--- src/rtl/timer.sv ---
// -----------------------------------------------------------------------------
// timer -- programmable up-counting timer with a done flag.
//
// Counts rising clock edges on which enable is sampled high. Once LIMIT such
// edges have elapsed, done is raised. Dropping enable clears the timer
// synchronously, so every new run starts from zero.
//
// Configuration macro: TIMER_AUTO_RELOAD_EN
//   undefined (default): one-shot. count saturates at LIMIT and done is a
//                        level held until enable falls.
//   defined            : periodic. count runs 0..LIMIT-1 and done is a
//                        one-cycle pulse every LIMIT enabled edges.
//
// Parameters:
//   LIMIT : enabled edges before done asserts (must be >= 1)
//   CW    : counter width, derived from LIMIT (do not override)
//
// Ports:
//   clk    : system clock, rising-edge active
//   rst_n  : asynchronous active-low reset
//   enable : high runs/holds the timer, low clears it
//   done   : registered done flag
//   count  : registered elapsed-cycle count
// -----------------------------------------------------------------------------
module timer #(
  parameter int LIMIT = 5,
  parameter int CW    = $clog2(LIMIT + 1)
) (
  input  logic          clk,
  input  logic          rst_n,
  input  logic          enable,
  output logic          done,
  output logic [CW-1:0] count
);

  // Reject illegal configurations at elaboration time.
  if (LIMIT < 1) begin : g_bad_limit
    $error("timer: LIMIT must be >= 1");
  end

  logic [CW-1:0] count_q;
  logic [CW-1:0] count_d;
  logic          done_q;
  logic          done_d;

`ifdef TIMER_AUTO_RELOAD_EN
  // Last count value before the period wraps back to zero.
  localparam logic [CW-1:0] WRAP_C = CW'(LIMIT - 1);

  // Next-state logic, periodic mode: wrap and pulse done once per period.
  always_comb begin
    count_d = count_q;
    done_d  = done_q;
    if (!enable) begin
      count_d = {CW{1'b0}};
      done_d  = 1'b0;
    end else if (count_q == WRAP_C) begin
      count_d = {CW{1'b0}};
      done_d  = 1'b1;
    end else begin
      count_d = count_q + CW'(1);
      done_d  = 1'b0;
    end
  end
`else
  // Saturation value; CW is sized so LIMIT always fits.
  localparam logic [CW-1:0] LIMIT_C = CW'(LIMIT);

  // Next-state logic, one-shot mode: count up to LIMIT and hold there.
  always_comb begin
    count_d = count_q;
    done_d  = done_q;
    if (!enable) begin
      count_d = {CW{1'b0}};
      done_d  = 1'b0;
    end else if (count_q == LIMIT_C) begin
      count_d = count_q;
      done_d  = 1'b1;
    end else begin
      count_d = count_q + CW'(1);
      // done rises on the same edge at which count reaches LIMIT.
      done_d  = (count_q + CW'(1)) == LIMIT_C;
    end
  end
`endif

  // State register; reset clears everything immediately.
  always_ff @(posedge clk or negedge rst_n) begin
    if (!rst_n) begin
      count_q <= {CW{1'b0}};
      done_q  <= 1'b0;
    end else begin
      count_q <= count_d;
      done_q  <= done_d;
    end
  end

  assign count = count_q;
  assign done  = done_q;

endmodule

--- config.mk ---
export PLATFORM = sky130hd
export DESIGN_NAME = timer
export DESIGN_NICKNAME = d
export VERILOG_FILES = /design/src/rtl/timer.sv
export SDC_FILE = /design/constraint.sdc
export NUM_CORES = 1
export LEC_CHECK = 0
export BUFFER_PORTS_ARGS = -buffer_cell sky130_fd_sc_hd__clkbuf_2
export CAP_MARGIN = 5
export CORE_AREA = 2 2 39 41
export CTS_BUF_LIST = sky130_fd_sc_hd__clkbuf_4
export DETAILED_ROUTE_END_ITERATION = 6
export DIE_AREA = 0 0 41 43
export GPL_TIMING_DRIVEN = 0
export HOLD_SLACK_MARGIN = 0.06
export PLACE_DENSITY_LB_ADDON = 0.08
export SETUP_SLACK_MARGIN = 0.02
export SYNTH_ARGS = -nofsm -noshare
export SYNTH_HDL_FRONTEND = slang
export SYNTH_SLANG_ARGS = --single-unit
--- constraint.sdc ---
create_clock -name clk -period 1.24 [get_ports clk]
set_input_delay 0.248 -clock clk [delete_from_list [all_inputs] [get_ports clk]]
set_output_delay 0.248 -clock clk [all_outputs]
set_load 0.01 [all_outputs]
Yosys cells after proc, flatten, opt, wreduce, memory -nomap -nowiden
Index checks and enable logic that the tools add are counted.

Bits of input ports: 3. Output and inout port bits: 4. Word-level logic and storage cells: 10. Register bits after elaboration: 4.

Mux-type cells: 4. Add/subtract/negate cells: 1. Equal/unequal tests: 3.

Operators by type and width (count): 3-bit == test, second input constant (2); 3-bit 2-to-1 mux (2); 3-bit by 1-bit adder with 3-bit output, second input constant (1); 1-bit 2-to-1 mux (2); 2-bit != test, second input constant (1).

Logic depth before layout (Yosys ltp)
Gate-level depths: netlist of run 1.

Depth in word-level cells: 4. Depth in mapped cells: 4.

Worst setup path before layout of run 1
Ideal clock, no wire load.

Kind: reg2reg. Start point: register count_q[0], in the netlist count[0]. End point: register count_q[1], in the netlist count[1]. Clock period less this slack: 1.158 ns. Data arrival time: 1.040 ns. Setup slack: 0.082 ns. Stages on the path, launching flop included: 5. Setup time: 0.119 ns. Cell sequence: dfrtp_1 > inv_1 > ha_1 > a21boi_0 > o21a_1.

Cells in the longest elaborated chain, start to end: 3.

RTL lines: start, declared (RTL line 41) `logic [CW-1:0] count_q;`; start signal, assigned (RTL line 90) `count_q <= {CW{1'b0}};`; start signal, assigned (RTL line 93) `count_q <= count_d;`; 3-bit by 1-bit adder with 3-bit output (RTL line 80) `count_d = count_q + CW'(1);`; 3-bit 2-to-1 mux (RTL line 76) `end else if (count_q == LIMIT_C) begin`; 3-bit 2-to-1 mux (RTL line 73) `if (!enable) begin`.

Several ways; a longest one is shown, not always the timed one. The select of a mux whose other input is x is not followed. A chain may end at the register's enable or synchronous reset.

Worst setup path in the final report of run 1
Ends and elaborated chain as after synthesis.

==> metrics.md, run 1 <==
| Metric | Value |
|---|---|
| Outcome | `completed` |
| TNS Setup | `0 ns` |
| Growth of design area from synthesis to finish | `36.9%` |
| Cell area power density | `1200 nW/um^2` |
| Origin of the worst min-delay path | `enable` |
| Total clock buffers created by CTS | `3` |
| Number of nets produced by synthesis | `29` |
| RSZ-0062 raised after global routing | `no` |
| Core area | `1380 um^2` |
| Fin Hold WS | `about 0.3 ns` |
| Number of max-capacitance violations reported | `0` |
| Highest cell delay on the worst timing path | `0.40 ns` |
| Count of TritonRoute iterations in the first routing pass | `4` |
| Number of hold violations in the final report | `0` |
| Most common cell after layout, fill and taps aside | `sky130_fd_sc_hd__clkbuf_2` |
| Drt initial violations | `6` |
| Sequential share of power | `39.8%` |
| Clock root buffer | `sky130_fd_sc_hd__clkbuf_4` |
| Overall die height | `43 um` |
| Slew at the pin closest to its max-slew limit | `0.144 ns` |
| Number of buffers on the longest clock path | `2` |
| Average detailed-routed wire length per instance | `9.53 um` |
| Count of pins over their slew limit | `0` |
| Antenna violations before repair | `0` |
| Class of the most critical setup path | `flop to flop` |
| Final antenna diode count | `0` |
| Tightest slew margin relative to the limit | `90.3%` |
| Worst endpoint required time | `1.36 ns` |
| Proportion of layout cells with a drive suffix above 1 | `36.4%` |
| Setup repair bufs after CTS | `0` |
| Portion of the clock cycle consumed by the worst path in the final layout | `between 90 and 100%` |
| Remaining global-route overflow | `0` |
| Internal power component | `0.288 mW` |
| Avg Synthesized Cell Area | `10.2 um^2` |
| Residual DRC | `0` |
| Clk network pwr share | `40.1%` |
| Setup Viol. Count Final | `0` |
| Row cnt | `14` |
| Ordered list of cells on the worst path | `inv_1 -> ha_1 -> a21boi_0 -> o21a_1` |
| TritonCTS clock tree | `yes` |
| Worst Setup SP | `count[0]` |
| Post-detailed-routing wire length | `467 um` |
| Cell area after technology mapping | `between 200 and 250 um^2` |
| Layout Skew | `0.00111 ns` |
| H-tree levels | `1` |
| Maximum clock rate | `883 MHz` |
| Global-route usage over all layers | `7.04%` |
| Count of nets left with antenna violations after detail routing | `0` |
| Worst-path maximum fanout | `6` |
| Vias after detailed routing | `196` |
| Post-layout min period | `1.13 ns` |
| Syn. warnings | `0` |
| Clock Pin Slew Worst Setup and Hold Paths | `around 0.03 ns` |
| Switching component of the power | `0.0966 mW` |
| Post-synthesis register bit count | `4` |
| Leading post-synthesis cells by cell area | `sky130_fd_sc_hd__dfrtp_1 (43%), sky130_fd_sc_hd__ha_1 (16%), sky130_fd_sc_hd__o21a_1 (6.4%), sky130_fd_sc_hd__and3_1 (5.3%), sky130_fd_sc_hd__buf_6 (4.8%)` |
| Crit start category | `flop` |
| Reg-to-Reg Start | `count[0]` |
| Initial standard-cell utilization of the core | `between 15 and 20%` |
| Static Leakage | `roughly 0.16 nW` |
| Via-to-Cell Ratio | `approximately 4.0` |
| Peak supply drop | `roughly 0.48 mV` |
| Net switching share of the total power | `25.1%` |
| Count of input and output buffers | `6` |
| Cell taking the most area after synthesis | `sky130_fd_sc_hd__dfrtp_1` |
| Number of instances in the synthesized netlist | `23` |
| Dpl hpwl | `368 um` |
| Hold Crit Class | `input pin to flop` |
| Via count of the first global-routing pass | `roughly 170` |
| Total I/O pin count | `7` |
| Endpoint kind of the worst setup timing path | `flop` |
| Horizontal die dimension | `approximately 41 um` |
| Total Die Area | `between 1500 and 2000 um^2` |
| Layout filler cell count | `150` |
| Arrival time of data at the critical path endpoint | `1.25 ns` |
| Cell variety after synth | `13` |
| Cell type of the slowest stage on the worst timing path | `sky130_fd_sc_hd__dfrtp_2` |
| Global-route wire length before repair | `approximately 720 um` |
| Combinational Power Share | `20.1%` |
| Net total in the final layout | `41` |
| Synth top area share | `42.8%` |
| Clock latency on the worst-skew pair | `0.23 ns` |
| TritonCTS Sinks | `4` |
| Final estimated routing congestion in global placement | `0.694` |
| Most used cells in the layout excluding fill and tap cells | `sky130_fd_sc_hd__clkbuf_2 (6), sky130_fd_sc_hd__inv_1 (3), sky130_fd_sc_hd__clkbuf_4 (3), sky130_fd_sc_hd__dfrtp_1 (3)` |
| Sequential area share after synthesis | `42.8%` |
| Largest net degree at the start of global routing | `9` |
==> cell type report <==
class                      instances  area, um^2  share of cell area (%)
buffer                             1        11.3                    3.52
clock buffer                       3        22.5                    7.03
inverter                           3        11.3                    3.52
multi-input combinational         15         114                    35.5
sequential                         4         101                    31.6
tap                               16        20.0                    6.25
timing repair buffer               7        40.0                    12.5
==> metal layers <==
| metal | share of wire (%) | track usage (%) | routed length, um | vias up |
|---|---|---|---|---|
| li1 | - | - | - | 100 |
| met1 | 44 | 7.10 | 206 | 91 |
| met2 | 50 | 9.38 | 232 | 5 |
| met3 | 6.0 | 7.85 | 28 | 0 |
| met4 | 0 | 2.00 | 0 | 0 |
| met5 | 0 | 0 | 0 | - |
==> state kept, by name, summed over array words and instances (netlist names) <==
register and cells:
done 1, count 3
==> cell usage after synthesis <==
library cell	n
sky130_fd_sc_hd__a21boi_0	1
sky130_fd_sc_hd__a21oi_1	1
sky130_fd_sc_hd__a31oi_1	1
sky130_fd_sc_hd__and3_1	2
sky130_fd_sc_hd__buf_6	1
sky130_fd_sc_hd__dfrtp_1	4
sky130_fd_sc_hd__ha_1	3
sky130_fd_sc_hd__inv_1	3
sky130_fd_sc_hd__nand2_1	1
sky130_fd_sc_hd__nand3_1	1
sky130_fd_sc_hd__o21a_1	2
sky130_fd_sc_hd__o21ai_1	2
sky130_fd_sc_hd__xnor2_1	1
==> power by group through the flow <==
stage	Sequential [mW]	Clock, mW	Combinational, mW
global placement	0.153	0	0.0737
detailed placement	0.154	0	0.0748
finish	0.153	0.154	0.0772
CTS	0.153	0.165	0.0774
floorplan	0.158	0	0.0428
global route	0.155	0.179	0.0881
==> cell families (layout without fill, tap and decap cells) <==
logic type      count (synthesis)  after routing  share of synthesized area, %
fa+ha+maj                       3              3                          16.0
compound gates                  7              7                          18.7
buf+inv                         4             14                          9.62
flops                           4              4                          42.8
xor+xnor                        1              1                          3.74
simple gates                    4              4                          9.09
==> path summary, 6_finish.rpt <==
kind                       endpoint  slack (ns)  cells after the start
max                        count[1]        0.11                      4
min                        count[1]        0.30                      2
max reg2reg                count[1]        0.11                      4
min reg2reg                count[2]        0.60                      2
max in group asynchronous  count[0]        0.73                      2
min in group asynchronous  count[1]        0.37                      2
==> per-stage QoR <==
stage          std cells  setup WS, ns  util (%)  instance area [um^2]  total power, mW
2_1_floorplan         23        0.0817         -                   234            0.201
3_3_place_gp          45        0.0675      20.5                   284            0.227
3_5_place_dp          45        0.0555      20.5                   284            0.229
4_1_cts               49        0.0479      22.9                   317            0.395
5_1_grt               49        0.0350      23.1                   320            0.422
6_report              49         0.108      23.1                   320            0.384
==> timing repair <==
item                                   CTS  global route
setup endpoints to repair                0             2
endpoints found under the hold margin    4             0
hold buffers                             1             0
resized for setup                        0             2
==> worst max-delay path: cells and delay by family (launching register included) <==
kind | cells | cell delay (ns)
adders and majority gates | 1 | 0.28
buffers and inverters | 1 | 0.06
AOI/OAI and AO/OA | 2 | 0.29
DFF | 1 | 0.40
Note: power is estimated with default switching activity, not from simulation.
==> inputs of run 2 (changes only) <==
- ABC_AREA: unset -> 1
==> metrics.md, run 2 <==
| Metric | Value |
|---|---|
| Via-to-Cell Ratio | `3.77` |
| Adder-cell area share of the yosys netlist | `between 10% and 20%` |
| Global-route usage over all layers | `7.07%` |
| Crit start category | `flop` |
| Post-synthesis register bit count | `4` |
| Number of nets produced by synthesis | `33` |
| Total Die Area | `1760 um^2` |
| Cell area power density | `between 1000 and 1500 nW/um^2` |
| Logic depth of the worst register-to-register path | `5` |
| Vias after detailed routing | `200` |
| Overall die height | `43 um` |
| Core area | `between 1000 and 1500 um^2` |
| Multiplexer area fraction after synthesis | `0%` |
| Setup Viol. Count Final | `0` |
| Via count of the first global-routing pass | `202` |
| Avg Synthesized Cell Area | `8.43 um^2` |
| Ordered list of cells on the worst path | `inv_1 -> ha_2 -> nand3_2 -> nand3_1 -> nand2_1` |
| Main combinational cell family by area after synthesis | `simple AND/OR/NAND/NOR gates` |
| Syn. warnings | `0` |
| Clock root buffer | `sky130_fd_sc_hd__clkbuf_4` |
| Final estimated routing congestion in global placement | `0.655` |
| Cell variety after synth | `8` |
| Static Leakage | `0.181 nW` |
| Synth top area share | `a little over two fifths` |
| Worst setup path endpoint | `count[0]` |
| Worst endpoint required time | `1.35 ns` |
| Cell taking the most area after synthesis | `sky130_fd_sc_hd__dfrtp_1` |
| Residual DRC | `0` |
| Synth Area in Simple Gates | `28.0%` |
| Complex-gate fraction of the synthesized area | `0%` |
| Arrival time of data at the critical path endpoint | `roughly 1.2 ns` |
| Number of instances in the synthesized netlist | `27` |
| Outcome | `completed` |
| Sequential area share after synthesis | `44.0%` |
| Portion of the clock cycle consumed by the worst path in the final layout | `87.8%` |
| Number of max-capacitance violations reported | `0` |
| Clock Pin Slew Worst Setup and Hold Paths | `0.04 ns` |
| Flip-flop count of the largest register after layout | `3` |
| XOR/XNOR share of the synthesized area | `0%` |
| Count of nets left with antenna violations after detail routing | `0` |
| Commonest cells in the netlist | `sky130_fd_sc_hd__inv_1 (7), sky130_fd_sc_hd__dfrtp_1 (4), sky130_fd_sc_hd__nand2_1 (4)` |
| Maximum clock rate | `919 MHz` |
| Hold Crit Class | `input pin to flop` |
| Layout Skew | `0.00153 ns` |
| Horizontal die dimension | `41 um` |
| Average detailed-routed wire length per instance | `slightly below 9 um` |
| Dominant synthesized flop cell | `sky130_fd_sc_hd__dfrtp_1` |
| Dpl hpwl | `376 um` |
| Antenna violations before repair | `0` |
| Final antenna diode count | `0` |
| Proportion of layout cells with a drive suffix above 1 | `29.7%` |
| Highest cell delay on the worst timing path | `0.40 ns` |
| Leading post-synthesis cells by cell area | `sky130_fd_sc_hd__dfrtp_1 (44%), sky130_fd_sc_hd__ha_1 (16%), sky130_fd_sc_hd__inv_1 (12%), sky130_fd_sc_hd__nand3_1 (6.6%), sky130_fd_sc_hd__nand2_1 (6.6%)` |
| Total I/O pin count | `7` |
| Setup repair bufs after CTS | `0` |
| Post-layout min period | `1.09 ns` |
| Most instantiated library cell after synthesis | `sky130_fd_sc_hd__inv_1` |
| Class of the most critical setup path | `flop to flop` |
| Final Non-Filler Cells | `53` |
| Layout filler cell count | `~160` |
| Total clock buffers created by CTS | `3` |
| Instance count after placement with tap cells included | `49` |
| Register-to-Register Setup Slack | `0.15 ns` |
| Worst-path maximum fanout | `4` |
| Post-detailed-routing wire length | `467 um` |
| Number of hold violations in the final report | `0` |
| Initial standard-cell utilization of the core | `16.5%` |
| Reg-to-Reg Start | `count[1]` |
| Clock latency on the worst-skew pair | `0.23 ns` |
| Count of pins over their slew limit | `0` |
| Cell type of the slowest stage on the worst timing path | `sky130_fd_sc_hd__dfrtp_1` |
| H-tree levels | `1` |
| Net total in the final layout | `45` |
| Ys async rst share | `100%` |
| Critical R2R Capture | `count[0]` |
| Number of buffers on the longest clock path | `2` |
| Row cnt | `14` |
| Drt initial violations | `0` |
| TritonCTS Sinks | `4` |
| Remaining global-route overflow | `0` |
| Count of input and output buffers | `6` |
| Largest net degree at the start of global routing | `7` |
| Tightest slew margin relative to the limit | `between 80% and 90%` |
| Endpoint kind of the worst setup timing path | `flop` |
| Post-synth EDFFs | `0` |
| Peak supply drop | `between 0.4 and 0.5 mV` |
| TNS Setup | `0 ns` |
| Count of TritonRoute iterations in the first routing pass | `1` |
| Most common cell after layout, fill and taps aside | `sky130_fd_sc_hd__inv_1` |
| Most used cells in the layout excluding fill and tap cells | `sky130_fd_sc_hd__inv_1 (7), sky130_fd_sc_hd__clkbuf_2 (6), sky130_fd_sc_hd__nand2_1 (4), sky130_fd_sc_hd__dfrtp_1 (4)` |
| Slew at the pin closest to its max-slew limit | `a little over 0.2 ns` |
| Global-route wire length before repair | `765 um` |
| RSZ-0062 raised after global routing | `no` |
| TritonCTS clock tree | `yes` |
| Growth of design area from synthesis to finish | `37.4%` |
| Worst Setup SP | `count[1]` |
| Cell area after technology mapping | `228 um^2` |
## run 2: cell count changes after synthesis, sizes merged, moves of 3 or more
cell   before  now
nor2        0    3
nand2       1    4
nand3       1    4
inv         3    7
## run 2: logic make-up (layout without fill, tap and decap cells)
logic type	after synthesis	count (layout)
flops	4	4
simple gates	13	13
fa+ha+maj	3	3
buf+inv	7	17
## run 2: routing by layer
metal,vias up,global-route usage (%),share of wire (%)
li1,103,-,-
met1,93,7.87,46
met2,4,8.75,50
met3,0,3.14,3.2
met4,0,8.00,0
met5,-,0,0
## run 2: worst min path at each step
stage               cells after the start        to  slack [ns]    from
floorplan                               0  count[0]       -0.05   rst_n
global placement                        1  count[0]        0.06   rst_n
detailed placement                      1  count[1]        0.06   rst_n
CTS                                     3  count[1]        0.33  enable
global route                            3  count[1]        0.34  enable
finish                                  3  count[1]        0.34  enable
## run 2: report_power, final
group / switching, mW / internal (mW) / total, mW
sequential: 0.0129 / 0.141 / 0.154
combinational: 0.0378 / 0.0273 / 0.0650
clock: 0.0465 / 0.108 / 0.154
## run 2: layout make-up
cell class	count	area (um^2)	area share, %
Tap cell	16	20.0	6.40
Clock buffer	3	22.5	7.20
Multi-Input combinational cell	16	104	33.2
Sequential cell	4	100	32.0
Timing Repair Buffer	7	40.0	12.8
Inverter	7	26.3	8.40
## run 2: worst max-delay path: cells and delay by family, from the launching register on
kind / cells / cell delay, ns
buffers and inverters: 1 / 0.09
adders and majority gates: 1 / 0.21
and+or+nand+nor: 3 / 0.26
DFF: 1 / 0.40
## run 2: timing repair
action                                  in CTS  in global routing
resized for setup                            0                  1
hold buffers                                 1                  0
endpoints found under the hold margin        4                  0
endpoints found under the setup margin       0                  1
## run 2: stage by stage
stage | hold WS, ns | instance area, um^2 | total power [mW] | utilization, % | worst slack, ns
6_report | 0.337 | 313 | 0.374 | 22.6 | 0.152
5_1_grt | 0.342 | 313 | 0.411 | 22.6 | 0.0536
4_1_cts | 0.329 | 310 | 0.387 | 22.4 | 0.104
3_5_place_dp | 0.0565 | 278 | 0.220 | 20.1 | 0.121
3_3_place_gp | 0.0573 | 278 | 0.219 | 20.1 | 0.136
2_1_floorplan | -0.0476 | 228 | 0.191 | - | 0.203
==> inputs of run 3 (changes only) <==
- clock period: 1.24 -> 1 ns (I/O delays scaled with it)
==> metrics.md, run 3 (same netlist as run 2, synthesis figures left out) <==
| Metric | Value |
|---|---|
| Outcome | `complete, but fails checks` |
| Via-to-Cell Ratio | `3.83` |
| Total clock buffers created by CTS | `3` |
| DP Area | `294 um^2` |
| Most used cells in the layout excluding fill and tap cells | `sky130_fd_sc_hd__inv_2 (4), sky130_fd_sc_hd__clkbuf_4 (4), sky130_fd_sc_hd__buf_4 (4)` |
| WP buf/inv | `1` |
| Cell area power density | `~1400 nW/um^2` |
| Layout Skew | `0.00671 ns` |
| Global-route wire length before repair | `869 um` |
| Crit start category | `flop` |
| Cell type group with the largest total delay on the critical path | `flip-flops` |
| Final antenna diode count | `0` |
| Net total in the final layout | `49` |
| Global-route usage over all layers | `8.06%` |
| Worst Setup SP | `count[0]` |
| Worst endpoint required time | `~0.80 ns` |
| Hold Crit Class | `input pin to flop` |
| Core area | `approximately 1400 um^2` |
| Clock root buffer | `sky130_fd_sc_hd__clkbuf_4` |
| Ordered list of cells on the worst path | `buf_2` |
| Drt initial violations | `0` |
| H-tree levels | `1` |
| Average detailed-routed wire length per instance | `9.84 um` |
| Vias after detailed routing | `222` |
| Slew at the pin closest to its max-slew limit | `0.168 ns` |
| Portion of the clock cycle consumed by the worst path in the final layout | `106%` |
| Residual DRC | `0` |
| Total I/O pin count | `7` |
| Count of input and output buffers | `6` |
| Proportion of layout cells with a drive suffix above 1 | `73.8%` |
| Largest net degree at the start of global routing | `7` |
| Antenna violations before repair | `0` |
| Static Leakage | `0.206 nW` |
| TritonCTS clock tree | `yes` |
| Arrival time of data at the critical path endpoint | `0.86 ns` |
| Count of TritonRoute iterations in the first routing pass | `1` |
| Worst path setup slack after routing | `-0.0619 ns` |
| Maximum clock rate | `942 MHz` |
| TNS Setup | `-0.208 ns` |
| Flip-flop count of the largest register after layout | `3` |
| Count of nets left with antenna violations after detail routing | `0` |
| Number of hold violations in the final report | `0` |
| Number of max-capacitance violations reported | `0` |
| Post-layout min period | `1.06 ns` |
| Post-route core utilization | `a little under a third` |
| Growth of design area from synthesis to finish | `83.5%` |
| Tightest slew margin relative to the limit | `88.8%` |
| Horizontal die dimension | `41 um` |
| Cell type of the slowest stage on the worst timing path | `sky130_fd_sc_hd__dfrtp_2` |
| Layout filler cell count | `152` |
| Dpl hpwl | `386 um` |
| Initial standard-cell utilization of the core | `about 16%` |
| RSZ-0062 raised after global routing | `yes` |
| Row cnt | `14` |
| Number of buffers on the longest clock path | `2` |
| Overall die height | `43 um` |
| Final estimated routing congestion in global placement | `0.643` |
| Origin of the worst min-delay path | `enable` |
| Setup Viol. Count Final | `6` |
| TritonCTS Sinks | `4` |
| Sum of internal, switching and leakage power | `0.579 mW` |
| Reg-to-Reg Start | `count[0]` |
| Endpoint kind of the worst setup timing path | `output pin` |
| Peak supply drop | `0.527 mV` |
| Clock latency on the worst-skew pair | `0.24 ns` |
| Clock Pin Slew Worst Setup and Hold Paths | `about 0.04 ns` |
| Via count of the first global-routing pass | `between 200 and 250` |
| Count of pins over their slew limit | `0` |
| Class of the most critical setup path | `flop to output pin` |
| Highest cell delay on the worst timing path | `about 0.46 ns` |
| Post-layout instance area | `418 um^2` |
| Violations in the final reports | `setup timing` |
| Total Die Area | `1760 um^2` |
| Worst-path maximum fanout | `5` |
| Remaining global-route overflow | `0` |
| Post-detailed-routing wire length | `around 570 um` |
run 3: worst min-delay path: cells and delay by family:
family	cells	cell delay [ns]
simple gates	2	0.14
buf+inv	1	0.15
run 3: final timing paths:
path	slack, ns	to	depth (start not counted)
worst max register to register	-0.06	count[0]	4
worst min register to register	0.61	count[1]	2
worst max-delay path	-0.06	count[0]	1
worst min-delay path	0.29	count[1]	3
min in group asynchronous	0.30	count[0]	2
max in group asynchronous	0.56	count[2]	2
run 3: timing repair:
| item | in CTS | in global routing |
|---|---|---|
| endpoints found under the hold margin | 4 | 0 |
| hold buffers | 1 | 0 |
| pin swaps | 0 | 6 |
| endpoints found under the setup margin | 7 | 7 |
| gates resized for setup | 4 | 14 |
| buffers inserted | 0 | 4 |
run 3: metrics by stage:
step           std cells  setup slack (ns)  hold slack (ns)
6_report              58           -0.0619            0.291
3_3_place_gp          49           -0.0301          0.00575
2_1_floorplan         27            0.0189          -0.0956
3_5_place_dp          49           -0.0167           0.0103
4_1_cts               54           -0.0483            0.290
5_1_grt               58           -0.0999            0.319
run 3: final cells by class:
type	count	area, um^2	share of cell area (%)
clock buffer	4	30.0	7.19
multi-input combinational	16	161	38.6
timing repair buffer	11	76.3	18.3
tap	16	20.0	4.79
inverter	7	26.3	6.29
sequential	4	104	24.9
run 3: layer usage:
| metal | global-route usage (%) | vias up | share of wire, % |
|---|---|---|---|
| li1 | - | 114 | - |
| met1 | 7.49 | 105 | 37 |
| met2 | 11.9 | 3 | 59 |
| met3 | 0.524 | 0 | 3.9 |
| met4 | 12.0 | 0 | 0 |
| met5 | 0 | - | 0 |
run 3: power by group:
part / leakage (nW) / switching, mW / internal, mW
combinational: 0.139 / 0.0691 / 0.0665
clock: 0.0184 / 0.0676 / 0.177
sequential: 0.0490 / 0.0211 / 0.177
